## src/rtl/converge_pkg.sv

```systemverilog
// Shared types and constants for the convergence iteration scheduler.
package converge_pkg;

   localparam int unsigned N_STOCKS = 2;
   localparam int unsigned WIDTH    = 16;
   localparam int unsigned FRAC     = 10;
   localparam int unsigned FIX_ONE  = 32'(1) << FRAC;

   typedef logic signed [N_STOCKS-1:0][N_STOCKS-1:0][WIDTH-1:0] matrix_t;

   typedef enum logic [2:0] {
      S_IDLE  = 3'd0,
      S_CHECK = 3'd1,
      S_ISSUE = 3'd2,
      S_WAIT  = 3'd3,
      S_DONE  = 3'd4
   } state_t;

endpackage

```

## src/rtl/converge_ctrl_if.sv

```systemverilog
// Control, multiplier handshake and status bundle of converge_ctrl.
// The err signal exists only when CONV_TIMEOUT_EN is defined.
interface converge_ctrl_if #(
   parameter int unsigned MAX_ITER = 16
) ();
   localparam int unsigned ITER_W = $clog2(MAX_ITER + 1);

   logic                    start;
   converge_pkg::matrix_t   matrix_in;
   logic                    conv_in;
   logic                    mul_valid;
   logic                    mul_ready;
   converge_pkg::matrix_t   mul_a;
   logic                    mul_done;
   converge_pkg::matrix_t   mul_result;
   converge_pkg::matrix_t   matrix_out;
   logic                    busy;
   logic                    done;
   logic                    converged;
   logic [ITER_W-1:0]       iter_count;
`ifdef CONV_TIMEOUT_EN
   logic                    err;
`endif

   // Controller side
   modport master (
      input  start, matrix_in, conv_in, mul_ready, mul_done, mul_result,
      output mul_valid, mul_a, matrix_out, busy, done, converged, iter_count
`ifdef CONV_TIMEOUT_EN
      , output err
`endif
   );

   // Parent / multiplier side
   modport slave (
      output start, matrix_in, conv_in, mul_ready, mul_done, mul_result,
      input  mul_valid, mul_a, matrix_out, busy, done, converged, iter_count
`ifdef CONV_TIMEOUT_EN
      , input err
`endif
   );

endinterface

```

## src/rtl/converge_ctrl.sv

```systemverilog
// Iteration scheduler: squares a latched matrix through an external
// multiplier until the sibling converge checker flags convergence or
// MAX_ITER multiplications are done. Optional WAIT watchdog under the
// CONV_TIMEOUT_EN macro.
module converge_ctrl
   import converge_pkg::*;
#(
   parameter int unsigned MAX_ITER = 16
`ifdef CONV_TIMEOUT_EN
   , parameter int unsigned TIMEOUT = 64
`endif
) (
   input  logic                  clk,
   input  logic                  rst,
   converge_ctrl_if.master       bus
);

   localparam int unsigned ITER_W = $clog2(MAX_ITER + 1);
`ifdef CONV_TIMEOUT_EN
   localparam int unsigned WD_W   = $clog2(TIMEOUT + 1);
`endif

   state_t            r_state;
   matrix_t           r_mat;
   logic [ITER_W-1:0] r_iter;
   logic              r_conv;
   logic              r_valid;
   logic              r_busy;
   logic              r_done;
`ifdef CONV_TIMEOUT_EN
   logic [WD_W-1:0]   r_wdog;
   logic              r_err;
`endif

   // Operand and visible matrix are the same register, so it stays stable in ISSUE
   assign bus.mul_a      = r_mat;
   assign bus.matrix_out = r_mat;
   assign bus.mul_valid  = r_valid;
   assign bus.busy       = r_busy;
   assign bus.done       = r_done;
   assign bus.converged  = r_conv;
   assign bus.iter_count = r_iter;
`ifdef CONV_TIMEOUT_EN
   assign bus.err        = r_err;
`endif

   // FSM with registered outputs; iter_count cannot pass MAX_ITER since CHECK exits there
   always_ff @(posedge clk) begin
      if (rst) begin
         r_state <= S_IDLE;
         r_mat   <= '0;
         r_iter  <= '0;
         r_conv  <= 1'b0;
         r_valid <= 1'b0;
         r_busy  <= 1'b0;
         r_done  <= 1'b0;
`ifdef CONV_TIMEOUT_EN
         r_wdog  <= '0;
         r_err   <= 1'b0;
`endif
      end else begin
         r_done <= 1'b0;
         case (r_state)
            S_IDLE: begin
               if (bus.start) begin
                  r_mat   <= bus.matrix_in;
                  r_iter  <= '0;
                  r_conv  <= 1'b0;
                  r_busy  <= 1'b1;
`ifdef CONV_TIMEOUT_EN
                  r_err   <= 1'b0;
`endif
                  r_state <= S_CHECK;
               end
            end
            S_CHECK: begin
               if (bus.conv_in) begin
                  r_conv  <= 1'b1;
                  r_done  <= 1'b1;
                  r_state <= S_DONE;
               end else if (r_iter == ITER_W'(MAX_ITER)) begin
                  r_conv  <= 1'b0;
                  r_done  <= 1'b1;
                  r_state <= S_DONE;
               end else begin
                  r_valid <= 1'b1;
                  r_state <= S_ISSUE;
               end
            end
            S_ISSUE: begin
               if (r_valid && bus.mul_ready) begin
                  r_valid <= 1'b0;
`ifdef CONV_TIMEOUT_EN
                  r_wdog  <= '0;
`endif
                  r_state <= S_WAIT;
               end
            end
            S_WAIT: begin
               if (bus.mul_done) begin
                  r_mat   <= bus.mul_result;
                  r_iter  <= r_iter + ITER_W'(1);
                  r_state <= S_CHECK;
               end
`ifdef CONV_TIMEOUT_EN
               else if (r_wdog == WD_W'(TIMEOUT - 1)) begin
                  r_err   <= 1'b1;
                  r_conv  <= 1'b0;
                  r_done  <= 1'b1;
                  r_state <= S_DONE;
               end else begin
                  r_wdog  <= r_wdog + WD_W'(1);
               end
`endif
            end
            S_DONE: begin
               r_busy  <= 1'b0;
               r_state <= S_IDLE;
            end
            default: begin
               r_state <= S_IDLE;
            end
         endcase
      end
   end

endmodule

```

## src/flat_wrapper.sv

```systemverilog
// flat-port wrapper written by rule: the top's interface ports become plain ports
module converge_ctrl_flat import converge_pkg::*;
#(
   parameter int unsigned MAX_ITER = 16

)
  (clk, rst, bus_start, bus_matrix_in, bus_conv_in, bus_mul_ready, bus_mul_done, bus_mul_result, bus_mul_valid, bus_mul_a, bus_matrix_out, bus_busy, bus_done, bus_converged, bus_iter_count);
  converge_ctrl_if #(.MAX_ITER(MAX_ITER)) bus_i ();
  input  logic clk;
  input  logic rst;
  input wire logic [$bits(bus_i.start)-1:0] bus_start;
  input wire logic [$bits(bus_i.matrix_in)-1:0] bus_matrix_in;
  input wire logic [$bits(bus_i.conv_in)-1:0] bus_conv_in;
  input wire logic [$bits(bus_i.mul_ready)-1:0] bus_mul_ready;
  input wire logic [$bits(bus_i.mul_done)-1:0] bus_mul_done;
  input wire logic [$bits(bus_i.mul_result)-1:0] bus_mul_result;
  output wire logic [$bits(bus_i.mul_valid)-1:0] bus_mul_valid;
  output wire logic [$bits(bus_i.mul_a)-1:0] bus_mul_a;
  output wire logic [$bits(bus_i.matrix_out)-1:0] bus_matrix_out;
  output wire logic [$bits(bus_i.busy)-1:0] bus_busy;
  output wire logic [$bits(bus_i.done)-1:0] bus_done;
  output wire logic [$bits(bus_i.converged)-1:0] bus_converged;
  output wire logic [$bits(bus_i.iter_count)-1:0] bus_iter_count;
  assign bus_i.start = bus_start;
  assign bus_i.matrix_in = bus_matrix_in;
  assign bus_i.conv_in = bus_conv_in;
  assign bus_i.mul_ready = bus_mul_ready;
  assign bus_i.mul_done = bus_mul_done;
  assign bus_i.mul_result = bus_mul_result;
  assign bus_mul_valid = bus_i.mul_valid;
  assign bus_mul_a = bus_i.mul_a;
  assign bus_matrix_out = bus_i.matrix_out;
  assign bus_busy = bus_i.busy;
  assign bus_done = bus_i.done;
  assign bus_converged = bus_i.converged;
  assign bus_iter_count = bus_i.iter_count;
  converge_ctrl #(.MAX_ITER(MAX_ITER)) u_core (.clk(clk), .rst(rst), .bus(bus_i));
endmodule
```

## config.mk

```make
export PLATFORM = sky130hd
export DESIGN_NAME = converge_ctrl_flat
export DESIGN_NICKNAME = d
export VERILOG_FILES = /design/src/rtl/converge_pkg.sv /design/src/rtl/converge_ctrl_if.sv /design/src/rtl/converge_ctrl.sv /design/src/flat_wrapper.sv
export SDC_FILE = /design/constraint.sdc
export NUM_CORES = 1
export LEC_CHECK = 0
export BUFFER_PORTS_ARGS = -buffer_cell sky130_fd_sc_hd__buf_2
export CORE_ASPECT_RATIO = 0.9
export CORE_MARGIN = 2
export CORE_UTILIZATION = 24
export CTS_BUF_LIST = sky130_fd_sc_hd__clkbuf_4
export DETAILED_ROUTE_END_ITERATION = 7
export PLACE_DENSITY = 0.62
export SYNTH_ARGS = -nofsm -noshare
export SYNTH_HDL_FRONTEND = slang
export SYNTH_SLANG_ARGS = --single-unit
```

## constraint.sdc

```tcl
create_clock -name clk -period 1.5 [get_ports clk]
set_clock_uncertainty 0.1 [all_clocks]
set_input_delay 0.3 -clock clk [delete_from_list [all_inputs] [get_ports clk]]
set_output_delay 0.3 -clock clk [all_outputs]
set_load 0.03 [all_outputs]
```

==> results of run 1 <==
-- layout make-up --
class | instances | area, um^2 | share of cell area, %
Clock inverter | 4 | 41.3 | 0.534
Sequential cell | 76 | 1590 | 20.6
Timing Repair Buffer | 445 | 3580 | 46.3
Clock buffer | 11 | 82.6 | 1.07
Inverter | 4 | 15.0 | 0.194
Tap cell | 211 | 264 | 3.41
Multi-Input combinational cell | 306 | 2150 | 27.8
Antenna cell | 4 | 10.0 | 0.129
-- through the flow --
step                      util (%)  setup TNS (ns)
final                         45.8           -6.86
after global routing          45.7          -12.17
after detailed placement      32.1           -8.45
after floorplan                  -           -2.31
after CTS                     41.8           -4.96
after global placement        32.1           -7.32
-- power by group through the flow --
stage	logic, mW	clock network (mW)	registers, mW
after floorplan	1.22	0	2.77
after global placement	2.04	0	2.40
after detailed placement	2.04	0	2.41
after CTS	2.38	1.31	2.38
after global routing	2.81	1.37	2.44
final	2.67	1.25	2.41
-- per-layer routing --
metal / share of wire (%) / track usage [%] / vias up
met3: 5.5 / 4.06 / 40
met1: 40 / 19.0 / 2403
met4: 2.8 / 8.56 / 0
li1: - / - / 2423
met5: 0 / 0 / -
met2: 52 / 31.4 / 219
-- worst paths after layout --
kind                                           start  depth (start not counted)                         to
worst max register to register     u_core.r_state[2]                          6  u_core.bus.matrix_out[18]
worst min register to register  u_core.bus.mul_valid                          1       u_core.bus.mul_valid
worst max-delay path               u_core.r_state[2]                          6  u_core.bus.matrix_out[18]
worst min-delay path               bus_matrix_in[51]                          3  u_core.bus.matrix_out[51]
-- kinds of logic after synthesis --
group                    after synthesis  synth area share, %
AO/OA/AOI/OAI                         82                 18.8
buffers and inverters                115                 19.2
flip-flops                            76                 36.8
AND/OR/NAND/NOR                      219                 24.0
multiplexers                           3                0.726
adder cells (fa/ha/maj)                2                0.604
-- critical path, stage by stage, from the launching register on --
cell,delay [ns]
dfxtp_4,0.38
buf_6,0.12
and3b_2,0.33
buf_6,0.17
buf_12,0.14
nand2_1,0.07
a311oi_1,0.28
-- Yosys cell counts (all sizes together), types with 2 or more instances --
cell type    n
nor2         2
buf        102
and3         2
a21oi        4
o21ai        3
clkbuf       9
ha           2
o2111ai      2
a211oi       3
inv          4
nand2      132
mux2i        3
nor3        65
nand3        6
nor3b        2
or3          3
a311oi      65
dfxtp       76
-- what timing repair did --
item | CTS | global route
gates cloned | 6 | 7
endpoints found under the setup margin | 95 | 140
hold buffers | 121 | 0
endpoints found under the hold margin | 65 | 0
buffers inserted | 6 | 2
pin swaps | 1 | 32
gates resized for setup | 50 | 154
-- state kept, by name (all words and copies together) (netlist names) --
signal                 count
u_core.bus.converged       1
u_core.bus.done            1
u_core.bus.iter_count      5
u_core.r_state             3
u_core.bus.busy            1
u_core.bus.matrix_out     64
u_core.bus.mul_valid       1
==> results.tsv, run 1 <==
metric	value	unit
wl_per_cell	17.0	um
setup_violations	65	
p_clk_share	19.7	%
chipWidth	142	um
worst_pin_slew	0.356	ns
cts.sinks	76	
violations	negative setup slack	
drv_cap	0	
syn_area	4140	um^2
grt_first_pass_wirelength	24600	um
power	6.33	mW
ir_worst_vdd	0.435	mV
dp_hpwl	9740	um
final_common_cell	buf_2	
switching_power	2.41	mW
drive_above_1_share	52.5	%
synth_warnings	0	
path_max_fanout	7	
pre_cts_ws	-0.152	ns
end_kind	flip-flop	
final_nets	978	
synth_top_area_share	36.8	%
num_vias	5085	
cp.required	1.74	ns
cts_buffer_depth	2	
most-common-layout-cells	198 x buf_2, 121 x dlygate4sd3_1, 120 x nand2_1	
numCtsBuffers	9	
combPwrFrac	42.1	%
grt_max_degree	40	
swShare	38.1	%
finalHoldViolCount	0	
hold_path_class	input pin to flip-flop	
synth_top_area_cell	dfxtp_1	
placed_area	5420	um^2
dp_cells	902	
synth_top_flop_cell	dfxtp_1	
route.detailed.drc	0	
dr.pass1.iters	5	
finalNonFillerCells	1061	
avgSynthCellArea	8.33	um^2
htreeDepth	3	
grtUsageTotal	17.3	%
synth.distinct_cells	35	
die_h	129	um
fin_crit_sh	113	%
cp-start-kind	flip-flop	
fin_ws	-0.193	ns
rsz0062_at_grt	true	
p_leak	3.58	nW
io_buffers	270	
r2r_slack	-0.19	ns
post-route-min-period	1.69	ns
pwr-share-seq	38.2	%
synth_cells	497	
clk_pin_slew	0.11	ns
grt_pass1_vias	4822	
p_int	3.92	mW
power_density	818	nW/um^2
path_class	flip-flop to flip-flop	
overflow	0	
clock-root-buffer	clkbuf_4	
io_pins	271	
relSlewSlack	75.6	%
die_area	18300	um^2
synthTopCellsByArea	dfxtp_1 37%, buf_4 13%, nand2_1 12%	
drv_slew	0	
synth-seq-cells	76	
async_flop_share	0	%
crit_arrival	1.93	ns
viasPerCell	4.79	
status	finished, violations left	
finalWirelength	18100	um
synth_edf_count	0	
cts_tree	built	
areaGrowthSynthToFinish	86.8	%
gp_congestion	0.765	
drt_iter0_drc	203	
placementRows	45	
worstSkewPairLatency	0.43	ns
max_freq	591	MHz
hold_slack	0.0447	ns
nFillCells	1611	
ant_nets	0	
coreArea	16900	um^2
syn-num-nets	633	
design_area	7730	um^2
synth_seq_area_share	36.8	%
initial_core_util	24.5	%
grt_antenna_before_repair	2	
(Power assumes the default switching activity.)
==> inputs of run 2 (changes only) <==
- ABC_AREA: not set -> 1
==> run 2 against run 1 <==
  * The run still ends with negative setup slack left
  * Synthesized area up 1.5%
  * Non-clock buffer count down 137
  * Utilization decreased by 7.3 points
  * Largest cell class is now multi-input gates
==> results.tsv, run 2 <==
metric	value	unit	change
status	finished, violations left		
violations	negative setup slack		
wl_per_cell	13.1	um	-23%
syn_area	4200	um^2	+1.5%
r2r_start	u_core.r_state[1]		
synth-seq-cells	76		unchanged
cp_top_family	buffers and inverters		
cts_tree	built		
placementRows	45		unchanged
io_buffers	270		unchanged
final_common_cell	nand2_1		
p_int	8.22	mW	+110%
synth_top_area_share	36.2	%	-0.53 points
r2r_slack	-0.03	ns	+0.16 ns
end_kind	flip-flop		
rsz0062_at_grt	true		
fin_ws	-0.0316	ns	+0.161 ns
die_area	18600	um^2	+1.4%
drive_above_1_share	53.3	%	+0.79 points
hold_path_class	input pin to flip-flop		
design_area	6550	um^2	-15%
ant_nets	0		unchanged
fin_crit_sh	102	%	-11 points
most-common-layout-cells	216 x nand2_1, 180 x buf_2, 79 x clkbuf_4		
chipWidth	143	um	+0.70%
clk_pin_slew	0.14	ns	+0.03 ns
power_density	2620	nW/um^2	+220%
placed_area	5460	um^2	+0.88%
areaGrowthSynthToFinish	55.9	%	
r2r_end	u_core.bus.matrix_out[59]		
path_max_fanout	8		+1
r2r_cells	6		unchanged
synth_edf_count	0		unchanged
hold_start	bus_start		
worstSkewPairLatency	0.45	ns	+0.02 ns
cp.required	1.75	ns	about the same
grt_pass1_vias	4062		-16%
grt_max_degree	40		unchanged
synth_warnings	0		unchanged
p_leak	3.31	nW	-7.6%
relSlewSlack	81.6	%	+6.0 points
path_depth	6		unchanged
crit_arrival	1.78	ns	-0.15 ns
crit_buf_inv	2		-1
setup_violations	9		-86%
cts_buffer_depth	2		unchanged
route.detailed.drc	0		unchanged
dr.pass1.iters	4		-1
synth_top_flop_cell	dfxtp_1		
hold_slack	0.0731	ns	+0.0284 ns
post-route-min-period	1.53	ns	-0.161 ns
finalHoldViolCount	0		unchanged
grtUsageTotal	13.3	%	-4.0 points
yosysMostFrequentCell	nand2_1		
synth.distinct_cells	21		-40%
numCtsBuffers	9		unchanged
synthTopCellsByArea	dfxtp_1 36%, nand2_1 19%, buf_4 12%		
path_class	flip-flop to flip-flop		
syn-num-nets	789		+25%
drt_iter0_drc	124		-39%
cp-start-kind	flip-flop		
avgSynthCellArea	6.43	um^2	-23%
pwr-share-seq	24.0	%	-14 points
grt_first_pass_wirelength	19500	um	-21%
path_cells	nor2_4 > nand3b_1 > buf_6 > clkbuf_16 > a21oi_2 > nor2_1		
overflow	0		unchanged
finalWirelength	14500	um	-20%
async_flop_share	0	%	unchanged
initial_core_util	24.7	%	+0.19 points
gp_congestion	0.767		+0.21%
clock-root-buffer	clkbuf_4		
combPwrFrac	67.6	%	+25 points
largest_register_ff_count	64		unchanged
max_freq	653	MHz	+11%
grt_antenna_before_repair	0		-2
final_nets	1002		+2.5%
synth_seq_area_share	36.2	%	-0.53 points
swShare	52.1	%	+14 points
worst_pin_slew	0.276	ns	-0.0809 ns
ir_worst_vdd	1.54	mV	+250%
slowest_stage	dfxtp_4		
hold_end	u_core.bus.busy		
drv_slew	0		unchanged
worstSetupStartpoint	u_core.r_state[1]		
holdPathStages	3		unchanged
switching_power	8.95	mW	+270%
coreArea	17000	um^2	+0.67%
viasPerCell	4.35		-9.3%
num_vias	4809		-5.4%
io_pins	271		unchanged
synth_commonest_cells	218 x nand2_1, 76 x dfxtp_1, 73 x nor2_1, 69 x a21oi_1, 65 x buf_4		
max_stage_delay	0.39	ns	about the same
die_h	129	um	+0.70%
cts.sinks	76		unchanged
p_clk_share	8.4	%	-11 points
htreeDepth	3		unchanged
drv_cap	0		unchanged
antenna-diode-count	0		-4
dp_hpwl	9830	um	+0.88%
synth_top_area_cell	dfxtp_1		
synth_cells	653		+31%
[run 2: changes by cell type in the layout (fill, tap and decap cells not counted), moves of 24 or more]
cell           previous run  this run
dlygate4sd3_1           121         2
a21oi_2                   0        55
a311oi_1                 35         0
o21ai_0                   0        27
nand2_1                 120       216
dfxtp_1                  31         7
o21ai_1                   2        41
nor3_1                   53         0
a311oi_2                 30         0
nor2_1                    2        71
[run 2: area by class of cell]
class,count,area [um^2]
fill,1793,10500
tap,235,294
timing repair buffer,308,2140
inverter,19,73.8
clock inverter,5,76.3
multi-input combinational,452,2250
sequential,76,1630
clock buffer,11,82.6
[run 2: worst min-delay path, stage by stage]
cell	delay, ns
buf_2	0.11
a21oi_1	0.13
a211oi_1	0.05
[run 2: routing by layer]
layer  GRT usage, %  share of wire [%]
met4           4.38                1.3
met2           23.9                 49
met5              0                  0
met1           15.3                 43
met3           3.29                6.9
[run 2: power groups by stage]
stage          clock network (mW)  registers [mW]  logic (mW)
3_5_place_dp                    0            3.75        9.27
4_1_cts                      1.52            3.74        9.40
5_1_grt                      1.63            4.25        12.4
2_1_floorplan                   0            5.35        5.75
6_report                     1.45            4.12        11.6
3_3_place_gp                    0            3.73        9.24
[run 2: worst max path at each step]
| stage | endpoint | slack [ns] |
|---|---|---|
| 6_report | u_core.bus.matrix_out[59] | -0.03 |
| 5_1_grt | u_core.bus.matrix_out[59] | -0.11 |
| 4_1_cts | bus_matrix_out[2] | -0.03 |
| 3_5_place_dp | u_core.bus.matrix_out[6] | 0.04 |
| 3_3_place_gp | u_core.bus.iter_count[1] | 0.04 |
| 2_1_floorplan | u_core.bus.matrix_out[16] | 0.03 |
[run 2: kinds of logic after synthesis]
group,count (synthesis),synth area share (%)
and+or+nand+nor,312,28.8
AOI/OAI and AO/OA,138,16.5
buffers and inverters,125,17.8
adders and majority gates,2,0.596
DFF,76,36.2
[run 2: what timing repair did]
item | 4_1_cts | 5_1_grt
hold endpoints to repair | 4 | 0
setup buffers | 0 | 9
hold buffers | 2 | 0
pin swaps | 0 | 75
gates cloned | 0 | 7
setup endpoints to repair | 28 | 180
resized for setup | 26 | 250
[run 2: metrics by stage]
step / instances / setup TNS (ns) / power [mW] / utilization, % / worst slack [ns]
CTS: 1090 / -0.115 / 14.7 / 33.5 / -0.0303
finish: 1106 / -0.0765 / 17.2 / 38.5 / -0.0316
global route: 1106 / -4.87 / 18.2 / 38.5 / -0.113
global placement: 1072 / 0 / 13.0 / 32.1 / 0.0385
floorplan: 653 / 0 / 11.1 / - / 0.0331
detailed placement: 1072 / 0 / 13.0 / 32.1 / 0.0385
